**config.mk**
```make
export PLATFORM = sky130hd
export DESIGN_NAME = mem_arbiter
export DESIGN_NICKNAME = d
export VERILOG_FILES = /design/src/rtl/mem_arbiter.sv
export SDC_FILE = /design/constraint.sdc
export NUM_CORES = 1
export LEC_CHECK = 0
export ABC_AREA = 1
export BUFFER_PORTS_ARGS = -buffer_cell sky130_fd_sc_hd__buf_2
export CAP_MARGIN = 30
export CORE_ASPECT_RATIO = 1.4
export CORE_MARGIN = 8
export CORE_UTILIZATION = 29
export DETAILED_ROUTE_END_ITERATION = 16
export GPL_TIMING_DRIVEN = 0
export PLACE_DENSITY = 0.6
export SETUP_SLACK_MARGIN = 0.02
export SLEW_MARGIN = 20
export SYNTH_ARGS = -nofsm -noshare
export SYNTH_HDL_FRONTEND = slang
export SYNTH_SLANG_ARGS = --single-unit
```
**constraint.sdc**
```tcl
create_clock -name clk -period 4 [get_ports clk]
set_input_delay 0.6 -clock clk [delete_from_list [all_inputs] [get_ports clk]]
set_output_delay 0.6 -clock clk [all_outputs]
set_load 0.01 [all_outputs]
```
**src/rtl/mem_arbiter.sv**
```systemverilog
// Two-port (fetch / data) arbiter and sequencer in front of a single-port RAM.
// Data has priority over fetch; a saturating streak counter bounds fetch starvation.
module mem_arbiter #(
  parameter int ADDR_WIDTH      = 32,
  parameter int DATA_WIDTH      = 32,
  parameter int MAX_DATA_STREAK = 4     // legal range 1..15
) (
  input  logic                  clk,
  input  logic                  reset_n,
  // Handshake: a requester raises *_req_i with a stable payload and holds it until
  // the one-cycle *_gnt_o pulse; the grant is the acceptance. The result comes back
  // as a one-cycle *_rvalid_o pulse two cycles later with no back-pressure.
  input  logic                  if_req_i,
  input  logic [ADDR_WIDTH-1:0] if_addr_i,
  output logic                  if_gnt_o,
  output logic                  if_rvalid_o,
  output logic [DATA_WIDTH-1:0] if_rdata_o,
  input  logic                  dm_req_i,
  input  logic [ADDR_WIDTH-1:0] dm_addr_i,
  input  logic [DATA_WIDTH-1:0] dm_wdata_i,
  input  logic [3:0]            dm_wr_mask_i,
  output logic                  dm_gnt_o,
  output logic                  dm_rvalid_o,
  output logic [DATA_WIDTH-1:0] dm_rdata_o,
  output logic                  mem_en_o,
  output logic [ADDR_WIDTH-1:0] mem_addr_o,
  output logic [DATA_WIDTH-1:0] mem_wdata_o,
  output logic [3:0]            mem_wr_mask_o,
  input  logic [DATA_WIDTH-1:0] mem_rdata_i,
  // Debug view: state encoding 0=IDLE, 1=ACCESS, 2=RESP; current streak count.
  output logic [1:0]            dbg_state_o,
  output logic [3:0]            dbg_streak_o
);

  localparam logic [1:0] ST_IDLE   = 2'd0;
  localparam logic [1:0] ST_ACCESS = 2'd1;
  localparam logic [1:0] ST_RESP   = 2'd2;
  localparam logic [3:0] STREAK_MAX = 4'(MAX_DATA_STREAK);

  logic [1:0]            r_state;
  logic [1:0]            w_next_state;
  logic [3:0]            r_streak;
  logic [3:0]            w_next_streak;
  logic [ADDR_WIDTH-1:0] r_addr;
  logic [DATA_WIDTH-1:0] r_wdata;
  logic [3:0]            r_mask;
  logic                  r_owner_dm;
  logic [DATA_WIDTH-1:0] r_if_rdata;
  logic [DATA_WIDTH-1:0] r_dm_rdata;

  logic w_arb_en;
  logic w_streak_full;
  logic w_if_gnt;
  logic w_dm_gnt;
  logic w_any_gnt;
  logic w_in_access;

  // Arbitration runs whenever the RAM is not busy (IDLE or RESP).
  always_comb begin
    w_in_access   = (r_state == ST_ACCESS);
    w_arb_en      = !w_in_access;
    w_streak_full = (r_streak >= STREAK_MAX);
    w_dm_gnt      = w_arb_en && dm_req_i && !(if_req_i && w_streak_full);
    w_if_gnt      = w_arb_en && if_req_i && !w_dm_gnt;
    w_any_gnt     = w_if_gnt || w_dm_gnt;
  end

  always_comb begin
    w_next_state = ST_IDLE;
    case (r_state)
      ST_ACCESS: w_next_state = ST_RESP;
      default:   w_next_state = w_any_gnt ? ST_ACCESS : ST_IDLE;
    endcase
  end

  // Streak counts data grants taken while fetch was waiting.
  always_comb begin
    w_next_streak = r_streak;
    if (w_if_gnt) begin
      w_next_streak = 4'd0;
    end else if (w_dm_gnt) begin
      if (!if_req_i) begin
        w_next_streak = 4'd0;
      end else if (w_streak_full) begin
        w_next_streak = STREAK_MAX;
      end else begin
        w_next_streak = r_streak + 4'd1;
      end
    end
  end

  always_ff @(posedge clk or negedge reset_n) begin
    if (!reset_n) begin
      r_state    <= ST_IDLE;
      r_streak   <= 4'd0;
      r_addr     <= '0;
      r_wdata    <= '0;
      r_mask     <= 4'd0;
      r_owner_dm <= 1'b0;
      r_if_rdata <= '0;
      r_dm_rdata <= '0;
    end else begin
      r_state  <= w_next_state;
      r_streak <= w_next_streak;
      if (w_dm_gnt) begin
        r_addr     <= dm_addr_i;
        r_wdata    <= dm_wdata_i;
        r_mask     <= dm_wr_mask_i;
        r_owner_dm <= 1'b1;
      end else if (w_if_gnt) begin
        r_addr     <= if_addr_i;
        r_wdata    <= '0;
        r_mask     <= 4'd0;
        r_owner_dm <= 1'b0;
      end
      // Each owner keeps its own response so the other's rdata holds across accesses.
      if (w_in_access) begin
        if (r_owner_dm) begin
          r_dm_rdata <= (r_mask == 4'd0) ? mem_rdata_i : '0;
        end else begin
          r_if_rdata <= mem_rdata_i;
        end
      end
    end
  end

  assign if_gnt_o      = w_if_gnt;
  assign dm_gnt_o      = w_dm_gnt;
  assign mem_en_o      = w_in_access;
  assign mem_addr_o    = r_addr;
  assign mem_wdata_o   = r_wdata;
  assign mem_wr_mask_o = r_mask;
  assign if_rvalid_o   = (r_state == ST_RESP) && !r_owner_dm;
  assign dm_rvalid_o   = (r_state == ST_RESP) && r_owner_dm;
  assign if_rdata_o    = r_if_rdata;
  assign dm_rdata_o    = r_dm_rdata;
  assign dbg_state_o   = r_state;
  assign dbg_streak_o  = r_streak;

endmodule

```
## After elaboration in Yosys (flattened, before gate mapping)

Cells that the tools add are included.
W data, S select, Z words.

| storage, ports and cells | value |
|---|---|
| logic and storage cells | 44 |
| output and inout port bits | 143 |
| register bits after elaboration | 139 |

| operators by class | value |
|---|---|
| add/subtract/negate cells | 1 |
| $lt $le $gt $ge | 1 |
| mux-type cells | 15 |
| eq/ne operators | 2 |
| reduce and logical (&&, ||, !) cells | 16 |
| bitwise operators | 1 |

Operators with widths:

| operator | count |
|---|---|
| $mux W32 | 5 |
| $mux W4 | 6 |
| $logic_and A1 B1 Y1 | 7 |
| $add A4 B1 Y4 const B | 1 |
| $ge A4 B3 Y1 const B | 1 |
| $logic_not A1 Y1 | 4 |
| $logic_not A4 Y1 | 1 |
| $reduce_and A2 Y1 | 2 |
| $mux W1 | 3 |
| $eq A2 B1 Y1 const B | 1 |
| $eq A2 B2 Y1 const B | 1 |
| $mux W2 | 1 |
| $reduce_bool A2 Y1 | 1 |
| $logic_or A1 B1 Y1 | 1 |
| $not A1 Y1 | 1 |

## Longest topological paths before layout

Gate-level depths: netlist of run 1.

| depth | value |
|---|---|
| depth after elaboration | 9 |
| mapped depth | 8 |
| gate-level depth less buffers | 7 |

## Worst setup path before layout of run 1

OpenSTA, ideal clock, no wires.

| timing path | value |
|---|---|
| path type | input port to output port |
| from | input if_req_i |
| to | output if_gnt_o |
| required time | 3.400 ns |
| data arrival time | 1.357 ns |
| path slack | 2.043 ns |
| buffers on the path | 2 |
| cell stages on the path | 6 |
| cells stage by stage | clkbuf_2 -> o21ai_2 -> nand2_2 -> inv_2 -> buf_2 -> nor2_1 |

| between the ends | value |
|---|---|
| word-level cells in the longest chain between the ends | 5 |
| elaborated cells on any way between the ends | 6 |
| classes of those cells | reduce/logical (6) |

RTL lines:

| item | RTL line | source |
|---|---|---|
| from (decl) | 13 | `input logic if_req_i,` |
| $logic_and A1 B1 Y1 | 63 | `w_dm_gnt = w_arb_en && dm_req_i && !(if_req_i && w_streak_full);` |
| $logic_not A1 Y1 | 63 |  |
| $logic_and A1 B1 Y1 | 63 |  |
| net dm_gnt_o | 22 | `output logic dm_gnt_o,` |
| $logic_not A1 Y1 | 64 | `w_if_gnt = w_arb_en && if_req_i && !w_dm_gnt;` |
| $logic_and A1 B1 Y1 | 64 |  |
| to (decl) | 15 | `output logic if_gnt_o,` |

The timed path passes the listed nets, and every way through them passes these cells.

## Worst setup path after layout of run 1

| timing path | value |
|---|---|
| from | register r_state[0], in the netlist dbg_state_o[0] |
| to | output if_gnt_o |

| between the ends | value |
|---|---|
| word-level cells in the longest chain between the ends | 6 |
| elaborated cells on any way between the ends | 7 |
| classes of those cells | eq/ne (1); reduce/logical (6) |

RTL lines:

| item | RTL line | source |
|---|---|---|
| from (decl) | 40 | `logic [1:0] r_state;` |
| from (signal assigned) | 103 | `r_state <= w_next_state;` |
| $eq A2 B1 Y1 (*) | 60 | `w_in_access = (r_state == ST_ACCESS);` |
| $logic_not A1 Y1 (*) | 61 | `w_arb_en = !w_in_access;` |
| $logic_and A1 B1 Y1 (2 in series) | 63 |  |
| $logic_not A1 Y1 | 64 |  |
| $logic_and A1 B1 Y1 (*) | 64 |  |

Every way passes the cells marked *; elsewhere a longest branch is shown, timed or not.

==> results.rst, run 1 <==
.. list-table::
   :header-rows: 1

   * - Metric
     - Value
   * - Synthesized-area fraction occupied by and/or/nand/nor cells
     - 33.0%
   * - Clock-pin slew of the registers on the worst-case setup and hold paths
     - 0.06 ns
   * - Routed wire length
     - 20000 um
   * - Sequential cell area
     - 0.00348 mm2
   * - # fillers
     - roughly 2200
   * - Syn Area/Cell
     - 8.10 um2
   * - Initial detailed-routing violation count
     - 223
   * - Number of sinks driven by the clock tree
     - about 140
   * - Share of cells above drive strength 1
     - 33.3%
   * - Lkg Pwr
     - 5.09 nW
   * - Detailed-router iteration count before antenna repair
     - 4
   * - Mux cell area share after synthesis
     - 0%
   * - Gate power share
     - 39.4%
   * - Final setup violating endpoints
     - 0
   * - Outcome
     - complete, no violations
   * - # H-tree levels
     - 4
   * - Sequential fraction of the synthesis area
     - 58.3%
   * - Nature of the critical path startpoint
     - register
   * - Insertion delay of the later-clocked pin in the worst-skew pair
     - roughly 0.43 ns
   * - Global placer's final weighted congestion
     - between 0.7 and 0.8
   * - Highest net fanout along the worst path
     - 10
   * - Vias after detailed routing
     - 5616
   * - Worst-path cell with the longest stage delay
     - dfrtp_1
   * - Post-synthesis adder-cell area fraction
     - 0.210%
   * - Part of the total power dissipated in sequential elements
     - 36.1%
   * - Power per standard cell area
     - 771 mW/mm2
   * - Die Wd
     - around 140 um
   * - Placeable core area
     - 0.0203 mm2
   * - Number of hold buffers added after cts
     - 0
   * - Clock root buffer
     - clkbuf_16
   * - Endpoint kind of the worst setup timing path
     - output port
   * - Finished Layout Cells
     - around 1300
   * - Post-CTS Setup Repair Bufs
     - 0
   * - Main combinational cell family by area after synthesis
     - simple AND/OR/NAND/NOR gates
   * - Number of buffers created by CTS
     - 17
   * - Summed instance area of the synthesized netlist
     - 0.00597 mm2
   * - Worst slew pin tran
     - 0.526 ns
   * - Required time of the critical path
     - 3.40 ns
   * - Launching point of the worst reg2reg path
     - dbg_state_o[0]$_DFF_PN0_
   * - Most frequent cell on the critical path
     - buf_2
   * - Residual DRC count
     - 0
   * - Arrival time of data at the critical path endpoint
     - 1.90 ns
   * - Count of final hold-check violations
     - 0
   * - Largest net degree at the start of global routing
     - 94
   * - Setup Crit Path Kind
     - reg -> out
   * - Avg WL per Cell
     - 15.3 um
   * - Setup repair after global routing missed its margin
     - false
   * - Worst R2R End
     - mem_addr_o[25]$_DFFE_PN0P_
   * - Parity-gate share of the synthesized area counting xor and xnor cells
     - 0%
   * - Final Net Count
     - around 1200
   * - Layout area overhead
     - 39.0%
   * - Switch share
     - 39.8%
   * - Unique masters post-synth
     - 20
   * - Total congestion overflow
     - 0
   * - Crit path largest cell delay
     - between 0.4 and 0.5 ns
   * - Area fraction in compound gates after synthesis
     - 0.650%
   * - DIE AREA
     - 0.0255 mm2
   * - Internal power of the cells
     - 0.00385 W
   * - Buf/Inv on CP
     - 3
   * - IR Drop Worst-Case VDD
     - 0.000335 V
   * - Dpl hpwl
     - ~15000 um
   * - I/O Buffers
     - 277
   * - Switch Pwr
     - 0.00255 W
   * - Category of cells accounting for the largest share of critical-path delay
     - buffers and inverters
   * - TritonCTS clock tree
     - yes
   * - Per-cell via count in the routed design
     - 4.30
   * - Number of antenna violations at the first check in global routing
     - 1
   * - R2R depth
     - 5
   * - Via count of the first global-routing pass
     - between 5000 and 6000
   * - Die Span Y
     - 186 um
   * - Setup slack, reg-to-reg
     - 2.41 ns
   * - Post-placement cell count
     - 1271
   * - I/O pin cnt
     - about 280
   * - Number of max-slew violations in the final report
     - 0
   * - Worst min-delay path class
     - in -> async
   * - Final period demand of the worst path
     - approximately 2.5 ns
   * - First-pass GRT wire length
     - 31500 um
   * - # Max-Cap Violations
     - 0
   * - Effective utilization at floorplan
     - 29.4%
   * - Synth Net Count
     - 874
   * - Final critical-path share of the clock period
     - 62.5%
   * - Number of nets with antenna violations after routing
     - 0
   * - Total area of multi-input combinational cells
     - 0.00202 mm2
   * - Critical Path, Cell by Cell
     - a21oi_4 > nand2_2 > inv_2 > buf_2 > nor2_1 > buf_2
   * - Highest clock rate
     - 0.400 GHz
   * - Yosys Warn Count
     - 0
   * - Proportion of power drawn by the clock network
     - approximately 25%
   * - Synthesized netlist cell count
     - 737
   * - Synthesis-stage register bit count
     - 139
   * - Count of instances resized after the clock tree is built
     - 0
   * - Number of rows in the core area
     - 62
   * - Clock tree buffer depth
     - 2
   * - Max Clock Skew
     - 0.0106 ns
   * - Total negative setup slack
     - 0 ns
   * - Rel. slew slack
     - 65.0%
   * - Global-route total usage across every layer
     - around 16%
## state kept, by name, indices dropped and copies added, names as in the netlist
name / flops
dbg_state_o: 2
dbg_streak_o: 4
dm_rdata_o: 32
if_rdata_o: 32
mem_addr_o: 32
mem_wdata_o: 32
mem_wr_mask_o: 4
r_owner_dm: 1
## logic make-up (layout without fill, tap and decap cells)
| logic type | Yosys count | after routing |
|---|---|---|
| AND/OR/NAND/NOR | 483 | 483 |
| buffers and inverters | 110 | 420 |
| adder cells (fa/ha/maj) | 1 | 1 |
| flip-flops | 139 | 139 |
| AO/OA/AOI/OAI | 4 | 4 |
| other | 0 | 2 |
## placed cells by master, fill, tap and decap left out, types with 2 or more instances in the layout
| cell type | instances |
|---|---|
| clkbuf_1 | 13 |
| buf_2 | 300 |
| clkinv_2 | 5 |
| nand3_1 | 97 |
| dfrtp_1 | 139 |
| clkbuf_16 | 17 |
| diode_2 | 2 |
| nand2_2 | 2 |
| bufinv_16 | 2 |
| buf_6 | 3 |
| nand2_1 | 374 |
| o21ai_2 | 2 |
| inv_2 | 6 |
| clkbuf_8 | 2 |
| clkinv_4 | 2 |
| inv_1 | 65 |
| nor2_1 | 4 |
| nor3_1 | 2 |
## final cells by class
type,instances,area share (%)
Inverter,71,3.21
Timing Repair Buffer,278,17.2
Buffer,39,2.41
Clock buffer,21,5.55
Tap cell,256,3.86
Clock inverter,11,1.43
Sequential cell,139,41.9
Antenna cell,2,0.0603
Multi-Input combinational cell,488,24.4
## worst register-to-register path, delay by kind of cell, from the launching register on
kind / cells / cell delay [ns]
compound gates: 1 / 0.29
flops: 1 / 0.47
simple gates: 3 / 0.31
buf+inv: 1 / 0.42
## power groups by stage
stage / registers, W / clock network (W) / logic, W
after floorplan: 0.00258 / 0 / 0.00114
after global placement: 0.00232 / 0 / 0.00254
after detailed placement: 0.00232 / 0 / 0.00259
after CTS: 0.00231 / 0.00162 / 0.00259
after global routing: 0.00239 / 0.00168 / 0.00283
final: 0.00231 / 0.00157 / 0.00252
## how the worst max path moves through the flow
stage	end	slack, ns	depth (start not counted)	start
6_report	if_gnt_o	1.50	6	dbg_state_o[0]$_DFF_PN0_
5_1_grt	if_gnt_o	1.33	6	dbg_state_o[0]$_DFF_PN0_
4_1_cts	if_gnt_o	1.44	6	dbg_state_o[0]$_DFF_PN0_
3_5_place_dp	if_gnt_o	1.70	8	dm_req_i
3_3_place_gp	mem_addr_o[6]$_DFFE_PN0P_	0.18	1	reset_n
2_1_floorplan	if_gnt_o	2.04	6	if_req_i
## metal layers
metal	vias up	share of wire (%)	global-route usage, %
li1	2841	-	-
met2	166	52	27.7
met1	2586	39	17.4
met3	23	7.9	5.54
met4	0	1.7	5.97
met5	-	0	0
## synth_stat cells
cell type,instances,share of area [%]
inv_1,65,4.1
nand4_1,1,0.10
inv_2,6,0.38
buf_6,3,0.57
nor2_8,1,0.34
nor3_1,2,0.17
nand2_4,1,0.19
clkbuf_2,1,0.084
nand2_2,2,0.21
o21ai_2,2,0.29
nand3b_1,1,0.13
o21ai_0,1,0.084
a21oi_4,1,0.27
nor2_1,4,0.25
nand3_1,97,8.1
dfrtp_1,139,58
buf_2,24,2.0
ha_1,1,0.21
nand2_1,374,24
clkbuf_1,11,0.69
## metrics by stage
stage	util, %	total power [W]	cell area, um2	hold WS (ns)	worst slack, ns
after floorplan	-	0.00372	5970	0.304	2.04
after CTS	40.8	0.00653	8290	0.0664	1.44
after global routing	40.8	0.00690	8290	0.0766	1.33
after detailed placement	37.9	0.00491	7710	0.456	1.70
after global placement	37.8	0.00486	7670	0.452	0.178
final	40.8	0.00640	8300	0.0733	1.50
(Power assumes the default switching activity.)
==> inputs of run 2 (changes only) <==
==> constraint.sdc (replaced) <==
create_clock -name clk -period 2.41 [get_ports clk]
set_input_delay 0.3615 -clock clk [delete_from_list [all_inputs] [get_ports clk]]
set_output_delay 0.3615 -clock clk [all_outputs]
set_load 0.01 [all_outputs]
==> results.rst, run 2 (synthesis results as in run 1) <==
.. list-table::
   :header-rows: 1

   * - Metric
     - Value
   * - Per-cell via count in the routed design
     - roughly 4.3
   * - Most frequent cell on the critical path
     - buf_2
   * - Finished Layout Cells
     - 1307
   * - Dpl hpwl
     - 15500 um
   * - Total negative setup slack
     - 0 ns
   * - Number of nets with antenna violations after routing
     - 0
   * - Global placer's final weighted congestion
     - 0.779
   * - Post-placement cell count
     - approximately 1300
   * - Critical Path, Cell by Cell
     - o21ai_2 > nand2_2 > inv_2 > buf_2 > nor2_1 > buf_2
   * - Setup Crit Path Kind
     - reg -> out
   * - I/O pin cnt
     - 279
   * - Die Wd
     - 137 um
   * - Worst min-delay path class
     - in -> reg
   * - Routed wire length
     - 19900 um
   * - Total congestion overflow
     - 0
   * - DIE AREA
     - 0.0255 mm2
   * - Most frequent cells in the layout
     - 374 x nand2_1, 300 x buf_2, 139 x dfrtp_1
   * - Number of sinks driven by the clock tree
     - 139
   * - Area of all placed cells without fillers
     - 0.00831 mm2
   * - Setup slack, reg-to-reg
     - 0.78 ns
   * - Final period demand of the worst path
     - 2.23 ns
   * - Endpoint kind of the worst setup timing path
     - output port
   * - Launching point of the worst reg2reg path
     - dbg_state_o[0]$_DFF_PN0_
   * - Worst-path cell with the longest stage delay
     - dfrtp_1
   * - Required time of the critical path
     - between 2 and 2.5 ns
   * - Vias after detailed routing
     - ~5600
   * - Die Span Y
     - 186 um
   * - Switch share
     - about two fifths
   * - Final Net Count
     - 1173
   * - Placeable core area
     - 0.0203 mm2
   * - TritonCTS clock tree
     - yes
   * - Max Clock Skew
     - roughly 0.010 ns
   * - I/O Buffers
     - 277
   * - Avg WL per Cell
     - 15.3 um
   * - Worst slew pin tran
     - 0.523 ns
   * - Final critical-path share of the clock period
     - 92.6%
   * - Proportion of power drawn by the clock network
     - 24.5%
   * - Worst R2R End
     - mem_addr_o[8]$_DFFE_PN0P_
   * - Count of final hold-check violations
     - 0
   * - Detailed-router iteration count before antenna repair
     - 4
   * - Area after detailed placement
     - 0.00771 mm2
   * - IR Drop Worst-Case VDD
     - about 0.00056 V
   * - Arrival time of data at the critical path endpoint
     - roughly 1.9 ns
   * - Most common cell after layout, fill and taps aside
     - nand2_1
   * - Rel. slew slack
     - 65.1%
   * - Residual DRC count
     - 0
   * - Initial detailed-routing violation count
     - 232
   * - Largest net degree at the start of global routing
     - 94
   * - Outcome
     - complete, no violations
   * - Number of antenna violations at the first check in global routing
     - 1
   * - Global-route total usage across every layer
     - between 10% and 20%
   * - End point of the critical path
     - if_gnt_o
   * - Number of max-slew violations in the final report
     - 0
   * - Power per standard cell area
     - 1280 mW/mm2
   * - Part of the total power dissipated in sequential elements
     - 36.1%
   * - Layout area overhead
     - 39.3%
   * - Clock-pin slew of the registers on the worst-case setup and hold paths
     - roughly 0.060 ns
   * - Switch Pwr
     - 0.00423 W
   * - Via count of the first global-routing pass
     - just under 6000
   * - Insertion delay of the later-clocked pin in the worst-skew pair
     - ~0.43 ns
   * - Setup repair after global routing missed its margin
     - false
   * - Nature of the critical path startpoint
     - register
   * - Number of rows in the core area
     - 62
   * - Clock root buffer
     - clkbuf_16
   * - Highest clock rate
     - 0.448 GHz
   * - # Max-Cap Violations
     - 0
   * - # H-tree levels
     - 4
   * - Highest net fanout along the worst path
     - 10
   * - Crit path largest cell delay
     - 0.43 ns
   * - First-pass GRT wire length
     - approximately 32000 um
   * - Number of buffers created by CTS
     - 17
   * - Effective utilization at floorplan
     - 29.4%
   * - Count of instances resized after the clock tree is built
     - 0
   * - Final setup violating endpoints
     - 0
   * - Gate power share
     - 39.4%
   * - Worst hold margin
     - 0.127 ns
   * - Clock tree buffer depth
     - 2
   * - Lkg Pwr
     - ~5.1 nW
   * - Share of cells above drive strength 1
     - 33.4%
   * - R2R depth
     - 6
   * - Internal power of the cells
     - 0.00639 W
   * - Crit path from
     - dbg_streak_o[3]$_DFFE_PN0P_
==> run 2: changes by cell type in the layout (fill, tap and decap cells not counted) <==
cell and delta:
buf_4 +1, dlygate4sd3_1 +1
==> run 2: cell type report <==
cell class / instances / area [um2]
plain buffers: 39 / 200
inverters: 71 / 267
flip-flops and latches: 139 / 3480
multi-input cells: 488 / 2020
diodes: 2 / 5.00
well taps: 256 / 320
clock inverters: 11 / 119
repair buffers: 280 / 1440
clock buffers: 21 / 460
fillers: 2150 / 12000
==> run 2: worst min-delay path by stage <==
stage	start	end	slack (ns)	cells after the start
global route	dm_wr_mask_i[0]	mem_wr_mask_o[0]$_DFFE_PN0P_	0.12	3
floorplan	reset_n	dbg_state_o[0]$_DFF_PN0_	0.07	0
finish	dm_wdata_i[16]	mem_wdata_o[16]$_DFFE_PN0P_	0.13	3
global placement	if_rdata_o[8]$_DFFE_PN0P_	if_rdata_o[8]$_DFFE_PN0P_	0.45	2
detailed placement	reset_n	dm_rdata_o[8]$_DFFE_PN0P_	0.29	1
CTS	dm_wdata_i[12]	mem_wdata_o[12]$_DFFE_PN0P_	0.10	3
==> run 2: critical path, delay by kind of cell, from the launching register on <==
kind / cells / cell delay, ns
buffers and inverters: 3 / 0.49
DFF: 1 / 0.43
AOI/OAI and AO/OA: 1 / 0.29
and+or+nand+nor: 2 / 0.23
==> run 2: repair_timing <==
item / 4_1_cts / 5_1_grt
buffers inserted: 0 / 1
endpoints found under the hold margin: 46 / 0
hold buffers: 1 / 0
setup endpoints to repair: 0 / 1
==> run 2: metrics by stage <==
stage	total power, W	worst slack [ns]	utilization (%)
2_1_floorplan	0.00617	0.893	-
3_3_place_gp	0.00807	-1.17	37.8
3_5_place_dp	0.00815	0.565	37.9
4_1_cts	0.0108	0.0906	40.8
5_1_grt	0.0115	0.0359	40.9
6_report	0.0106	0.178	40.9
==> run 2: power groups by stage <==
stage / clock (W) / sequential [W] / combinational (W)
floorplan: 0 / 0.00428 / 0.00189
global placement: 0 / 0.00385 / 0.00422
detailed placement: 0 / 0.00385 / 0.00430
CTS: 0.00270 / 0.00384 / 0.00430
global route: 0.00280 / 0.00397 / 0.00470
finish: 0.00260 / 0.00384 / 0.00419
==> run 2: layer usage <==
layer,wire [um],share of wire (%),vias up,global-route usage (%)
met3,1550,7.8,23,5.51
met2,10300,52,166,27.7
met4,331,1.7,0,5.97
met5,0,0,-,0
li1,-,-,2844,-
met1,7750,39,2584,17.4
